File: src/rtl/rptr_handler_lvl_if.sv
// rptr_handler_lvl_if: read-domain pointer controller signal bundle.
interface rptr_handler_lvl_if #(
    parameter int PTR_WIDTH = 3
);
    logic                 r_en;
    logic                 ufl_clr;
    logic [PTR_WIDTH:0]   g_wptr_sync;
    logic [PTR_WIDTH:0]   b_rptr;
    logic [PTR_WIDTH:0]   g_rptr;
    logic [PTR_WIDTH:0]   rd_level;
    logic                 empty;
    logic                 almost_empty;
    logic                 rd_valid;
    logic                 underflow;
    logic                 underflow_sticky;

    modport slave (
        input  r_en, ufl_clr, g_wptr_sync,
        output b_rptr, g_rptr, rd_level, empty, almost_empty, rd_valid, underflow, underflow_sticky
    );

    modport master (
        output r_en, ufl_clr, g_wptr_sync,
        input  b_rptr, g_rptr, rd_level, empty, almost_empty, rd_valid, underflow, underflow_sticky
    );
endinterface

File: src/rtl/rptr_handler_lvl.sv
// rptr_handler_lvl: async FIFO read pointers, registered empty/level/almost-empty, underflow flags.
module rptr_handler_lvl #(
    parameter int PTR_WIDTH = 3,
    parameter int AE_THRESH = 1
) (
    input  logic              clk_r,
    input  logic              arst,
    rptr_handler_lvl_if.slave bus
);
    localparam logic [PTR_WIDTH:0] AE = (PTR_WIDTH+1)'(AE_THRESH);

    logic [PTR_WIDTH:0] b_rptr_q, b_rptr_d, g_rptr_q, g_rptr_d, level_q, level_d, b_wptr;
    logic               empty_q, ae_q, valid_q, ufl_q, sticky_q, accept;

    always_comb begin
        accept   = bus.r_en & ~empty_q;
        b_rptr_d = b_rptr_q + {{PTR_WIDTH{1'b0}}, accept};
        g_rptr_d = (b_rptr_d >> 1) ^ b_rptr_d;
        b_wptr   = '0;
        for (int i = 0; i <= PTR_WIDTH; i++) b_wptr[i] = ^(bus.g_wptr_sync >> i);
        level_d  = b_wptr - b_rptr_d;
    end

    always_ff @(posedge clk_r) begin
        if (arst) begin
            b_rptr_q <= '0;
            g_rptr_q <= '0;
            level_q  <= '0;
            empty_q  <= 1'b1;
            ae_q     <= 1'b1;
            valid_q  <= 1'b0;
            ufl_q    <= 1'b0;
            sticky_q <= 1'b0;
        end else begin
            b_rptr_q <= b_rptr_d;
            g_rptr_q <= g_rptr_d;
            level_q  <= level_d;
            empty_q  <= bus.g_wptr_sync == g_rptr_d;
            ae_q     <= level_d <= AE;
            valid_q  <= accept;
            ufl_q    <= bus.r_en & empty_q;
            sticky_q <= (sticky_q & ~bus.ufl_clr) | (bus.r_en & empty_q);
        end
    end

    assign bus.b_rptr           = b_rptr_q;
    assign bus.g_rptr           = g_rptr_q;
    assign bus.rd_level         = level_q;
    assign bus.empty            = empty_q;
    assign bus.almost_empty     = ae_q;
    assign bus.rd_valid         = valid_q;
    assign bus.underflow        = ufl_q;
    assign bus.underflow_sticky = sticky_q;
endmodule

File: src/flat_wrapper.sv
// flat-port wrapper written by rule: the top's interface ports become plain ports
module rptr_handler_lvl_flat 
#(
    parameter int PTR_WIDTH = 3,
    parameter int AE_THRESH = 1
)
  (clk_r, arst, bus_r_en, bus_ufl_clr, bus_g_wptr_sync, bus_b_rptr, bus_g_rptr, bus_rd_level, bus_empty, bus_almost_empty, bus_rd_valid, bus_underflow, bus_underflow_sticky);
  rptr_handler_lvl_if #(.PTR_WIDTH(PTR_WIDTH)) bus_i ();
  input  logic clk_r;
  input  logic arst;
  input wire logic [$bits(bus_i.r_en)-1:0] bus_r_en;
  input wire logic [$bits(bus_i.ufl_clr)-1:0] bus_ufl_clr;
  input wire logic [$bits(bus_i.g_wptr_sync)-1:0] bus_g_wptr_sync;
  output wire logic [$bits(bus_i.b_rptr)-1:0] bus_b_rptr;
  output wire logic [$bits(bus_i.g_rptr)-1:0] bus_g_rptr;
  output wire logic [$bits(bus_i.rd_level)-1:0] bus_rd_level;
  output wire logic [$bits(bus_i.empty)-1:0] bus_empty;
  output wire logic [$bits(bus_i.almost_empty)-1:0] bus_almost_empty;
  output wire logic [$bits(bus_i.rd_valid)-1:0] bus_rd_valid;
  output wire logic [$bits(bus_i.underflow)-1:0] bus_underflow;
  output wire logic [$bits(bus_i.underflow_sticky)-1:0] bus_underflow_sticky;
  assign bus_i.r_en = bus_r_en;
  assign bus_i.ufl_clr = bus_ufl_clr;
  assign bus_i.g_wptr_sync = bus_g_wptr_sync;
  assign bus_b_rptr = bus_i.b_rptr;
  assign bus_g_rptr = bus_i.g_rptr;
  assign bus_rd_level = bus_i.rd_level;
  assign bus_empty = bus_i.empty;
  assign bus_almost_empty = bus_i.almost_empty;
  assign bus_rd_valid = bus_i.rd_valid;
  assign bus_underflow = bus_i.underflow;
  assign bus_underflow_sticky = bus_i.underflow_sticky;
  rptr_handler_lvl #(.PTR_WIDTH(PTR_WIDTH), .AE_THRESH(AE_THRESH)) u_core (.clk_r(clk_r), .arst(arst), .bus(bus_i));
endmodule
File: config.mk
export PLATFORM = sky130hd
export DESIGN_NAME = rptr_handler_lvl_flat
export DESIGN_NICKNAME = d
export VERILOG_FILES = /design/src/rtl/rptr_handler_lvl_if.sv /design/src/rtl/rptr_handler_lvl.sv /design/src/flat_wrapper.sv
export SDC_FILE = /design/constraint.sdc
export NUM_CORES = 1
export LEC_CHECK = 0
export BUFFER_PORTS_ARGS = -buffer_cell sky130_fd_sc_hd__clkbuf_2
export CORE_UTILIZATION = 23
export DETAILED_ROUTE_END_ITERATION = 16
export GPL_TIMING_DRIVEN = 0
export PLACE_DENSITY_LB_ADDON = 0.3
export RECOVER_POWER = 25
export SLEW_MARGIN = 10
export SYNTH_ARGS = -nofsm -noshare
export SYNTH_HDL_FRONTEND = slang
export SYNTH_SLANG_ARGS = --single-unit
File: constraint.sdc
create_clock -name clk_r -period 5.8 [get_ports clk_r]
set_clock_uncertainty 0.1 [all_clocks]
set_input_delay 0.87 -clock clk_r [delete_from_list [all_inputs] [get_ports clk_r]]
set_output_delay 0.87 -clock clk_r [all_outputs]
set_load 0.05 [all_outputs]
==> impl_metrics.ini <==
[worst_setup_path]
cpMaxStageDelayCell = xnor2_1
crit_chain = clkbuf_2, nor2b_1, ha_1, ha_1, xnor2_1, ha_1, a21bo_2, o221ai_2, xnor2_1, a31o_1
critPathKind = in2reg
max_stage_delay_ns = 0.42
cp.arrival_ns = 2.98
cp.required_ns = 5.88
end_kind = flop
crit_top_cell = ha_1
critPathMaxFanout = 5
worstSetupStartpointType = primary input

[timing]
rsz0062_at_grt = false
timing.hold.ws_ns = 0.387
finalCriticalPeriod_ns = 2.90
hold_viol = 0
setup_viol_count_final = 0
slew-limit-headroom = 0.601
worst_pin_slew_ns = 0.601
fin_crit_sh = 0.500
finalSetupTns_ns = 0
fmax_mhz = 345
slew_viol_final = 0

[global_routing]
gr-total-overflow = 0
grt_pass1_vias = 521
grt_max_degree = 11
antenna_found_initial = 0
grt_util_all_layers = 0.0952
grt_pass1_wl_um = 2330

[finish]
syn_to_final_growth_pct = 25.4
nets = 114
num_antenna_cells = 0
finalInstanceArea_um2 = 951
ff_latch_area_um2 = 320
utilization = 0.309
fill_cells = 339
layout-drive-gt1-share = 0.323
multi_input_area_um2 = 412

[yosys]
yosysTopAreaCell = dfxtp_1
synth_top_family_by_area = XOR/XNOR gates
synth_fp_nets = 85
synth_compound_area_frac = 0.0941
yosys_register_bits = 16
synth_fa_ha_area_frac = 0.0825
synth.mux.area_fraction = 0.0132
syn_avg_cell_area_um2 = 10.5
netlist.area_leader.share = 0.422
synth-xor-area-share = 0.218
netlist_instances = 72
async_flop_share = 0
netlist_area_um2 = 758
synth-warning-count = 0
synth-simple-area-share = 0.135
synth-edff-count = 0
synth_area_leaders = dfxtp_1, ha_1, xnor2_1
yosysMostFrequentCell = dfxtp_1
synthFlopType = dfxtp_1
seq_area_frac_synth = 0.422
synth.distinct_cells = 23
yosys-top-cells-count = dfxtp_1, nor2_1, xnor2_1

[hold_path]
hold_class = reg2reg

[placement]
postPlaceCellArea_um2 = 933
hpwl_um = 1110
io_buffers = 24
place.gp.congestion = 0.712

[route]
ant_nets = 0
via_per_inst = 3.90
num_vias = 557
post_drt_wl_per_cell_um = 9.94
drt-total-wl_um = 1420
drtIter0Drc = 2
drc = 0
drtPass1Iterations = 2

[floorplanning]
die_w_um = 59.4
rows = 20
io_pins = 25
start_util = 0.246
die_area_um2 = 3530
core_region_area_um2 = 3080
die_h_um = 59.4

[flow_run]
drv_cap = 0

[status]
status = complete, no violations

[clock_tree]
cts_tree = done
clk_path_buf_depth = 2
htree_levels = 1
clockRootBuffer = clkbuf_4
cts_sinks = 16
clk_pin_slew_ns = 0.09
cts-buffers-inserted = 3
cts_resized = 0
clock_latency_ns = 0.29
post_cts_buffers = 0
ctsHoldBuffers = 0

[power_and_ir_drop]
max-vdd-ir-drop_mv = 0.129
p_leak_nw = 0.439
power_per_cell_area_nw_per_um2 = 288
total_power_mw = 0.274
-- per-layer routing --
metal	global-route usage	vias to the layer above	wire [um]
met2	0.144	24	569
met3	0.0459	4	121
met4	0.0408	0	21
met1	0.114	241	709
met5	0	-	0
li1	-	288	-
-- cells by family after synthesis --
| kind of cell | Yosys count |
|---|---|
| simple gates | 21 |
| mux | 1 |
| buf+inv | 6 |
| fa+ha+maj | 5 |
| xor+xnor | 15 |
| flops | 16 |
| compound gates | 8 |
-- metrics by stage --
stage	instances	setup WS, ns
2_1_floorplan	72	2.89
3_3_place_gp	140	2.59
3_5_place_dp	140	2.60
4_1_cts	143	2.89
5_1_grt	143	2.77
6_report	143	2.90
-- registers in the layout (all words and copies together) (netlist names) --
signal,cells
u_core.bus.almost_empty,1
u_core.bus.b_rptr,3
u_core.bus.empty,1
u_core.bus.g_rptr,4
u_core.bus.rd_level,4
u_core.bus.rd_valid,1
u_core.bus.underflow,1
u_core.bus.underflow_sticky,1
-- power breakdown --
group,internal (mW),switching (mW),leakage [nW]
Combinational,0.0296,0.0633,0.294
Clock,0.0242,0.0333,0.0138
Sequential,0.120,0.00328,0.132
Total,0.174,0.0999,0.439
-- cells in the final DEF, fill, tap and decap left out --
master and n:
a21oi_1 2, dfxtp_1 16, nor2_1 8, nand2b_1 2, a21bo_2 1, a31o_2 1, o21bai_2 1, nor2b_1 5
xnor2_1 7, nand2_1 3, xnor3_2 1, a21boi_0 1, clkbuf_1 6, o221ai_2 1, a31o_1 1, ha_1 5
nand3_1 1, buf_4 1, clkbuf_4 3, xor2_1 6, clkbuf_2 20, inv_1 3, xor3_4 1, mux2i_1 1
or2_2 2
-- area by class of cell --
cell class / instances / area share
multi-input combinational: 50 / 0.433
sequential: 16 / 0.337
timing repair buffer: 24 / 0.121
tap: 44 / 0.0579
clock buffer: 3 / 0.0237
buffer: 3 / 0.0158
inverter: 3 / 0.0118
-- worst paths after layout --
path	startpoint	end	slack [ns]	depth (start not counted)
worst min-delay path	u_core.bus.underflow_sticky	u_core.bus.underflow_sticky	0.39	2
worst max-delay path	bus_r_en	u_core.bus.almost_empty	2.90	10
worst max register to register	u_core.bus.empty	u_core.bus.almost_empty	3.28	9
worst min register to register	u_core.bus.underflow_sticky	u_core.bus.underflow_sticky	0.39	2
-- critical path, delay by kind of cell --
family	cells	cell delay, ns
XOR/XNOR	2	0.59
AO/OA/AOI/OAI	3	0.52
AND/OR/NAND/NOR	1	0.14
adder cells (fa/ha/maj)	3	0.78
buffers and inverters	1	0.09
(Power assumes the default switching activity.)
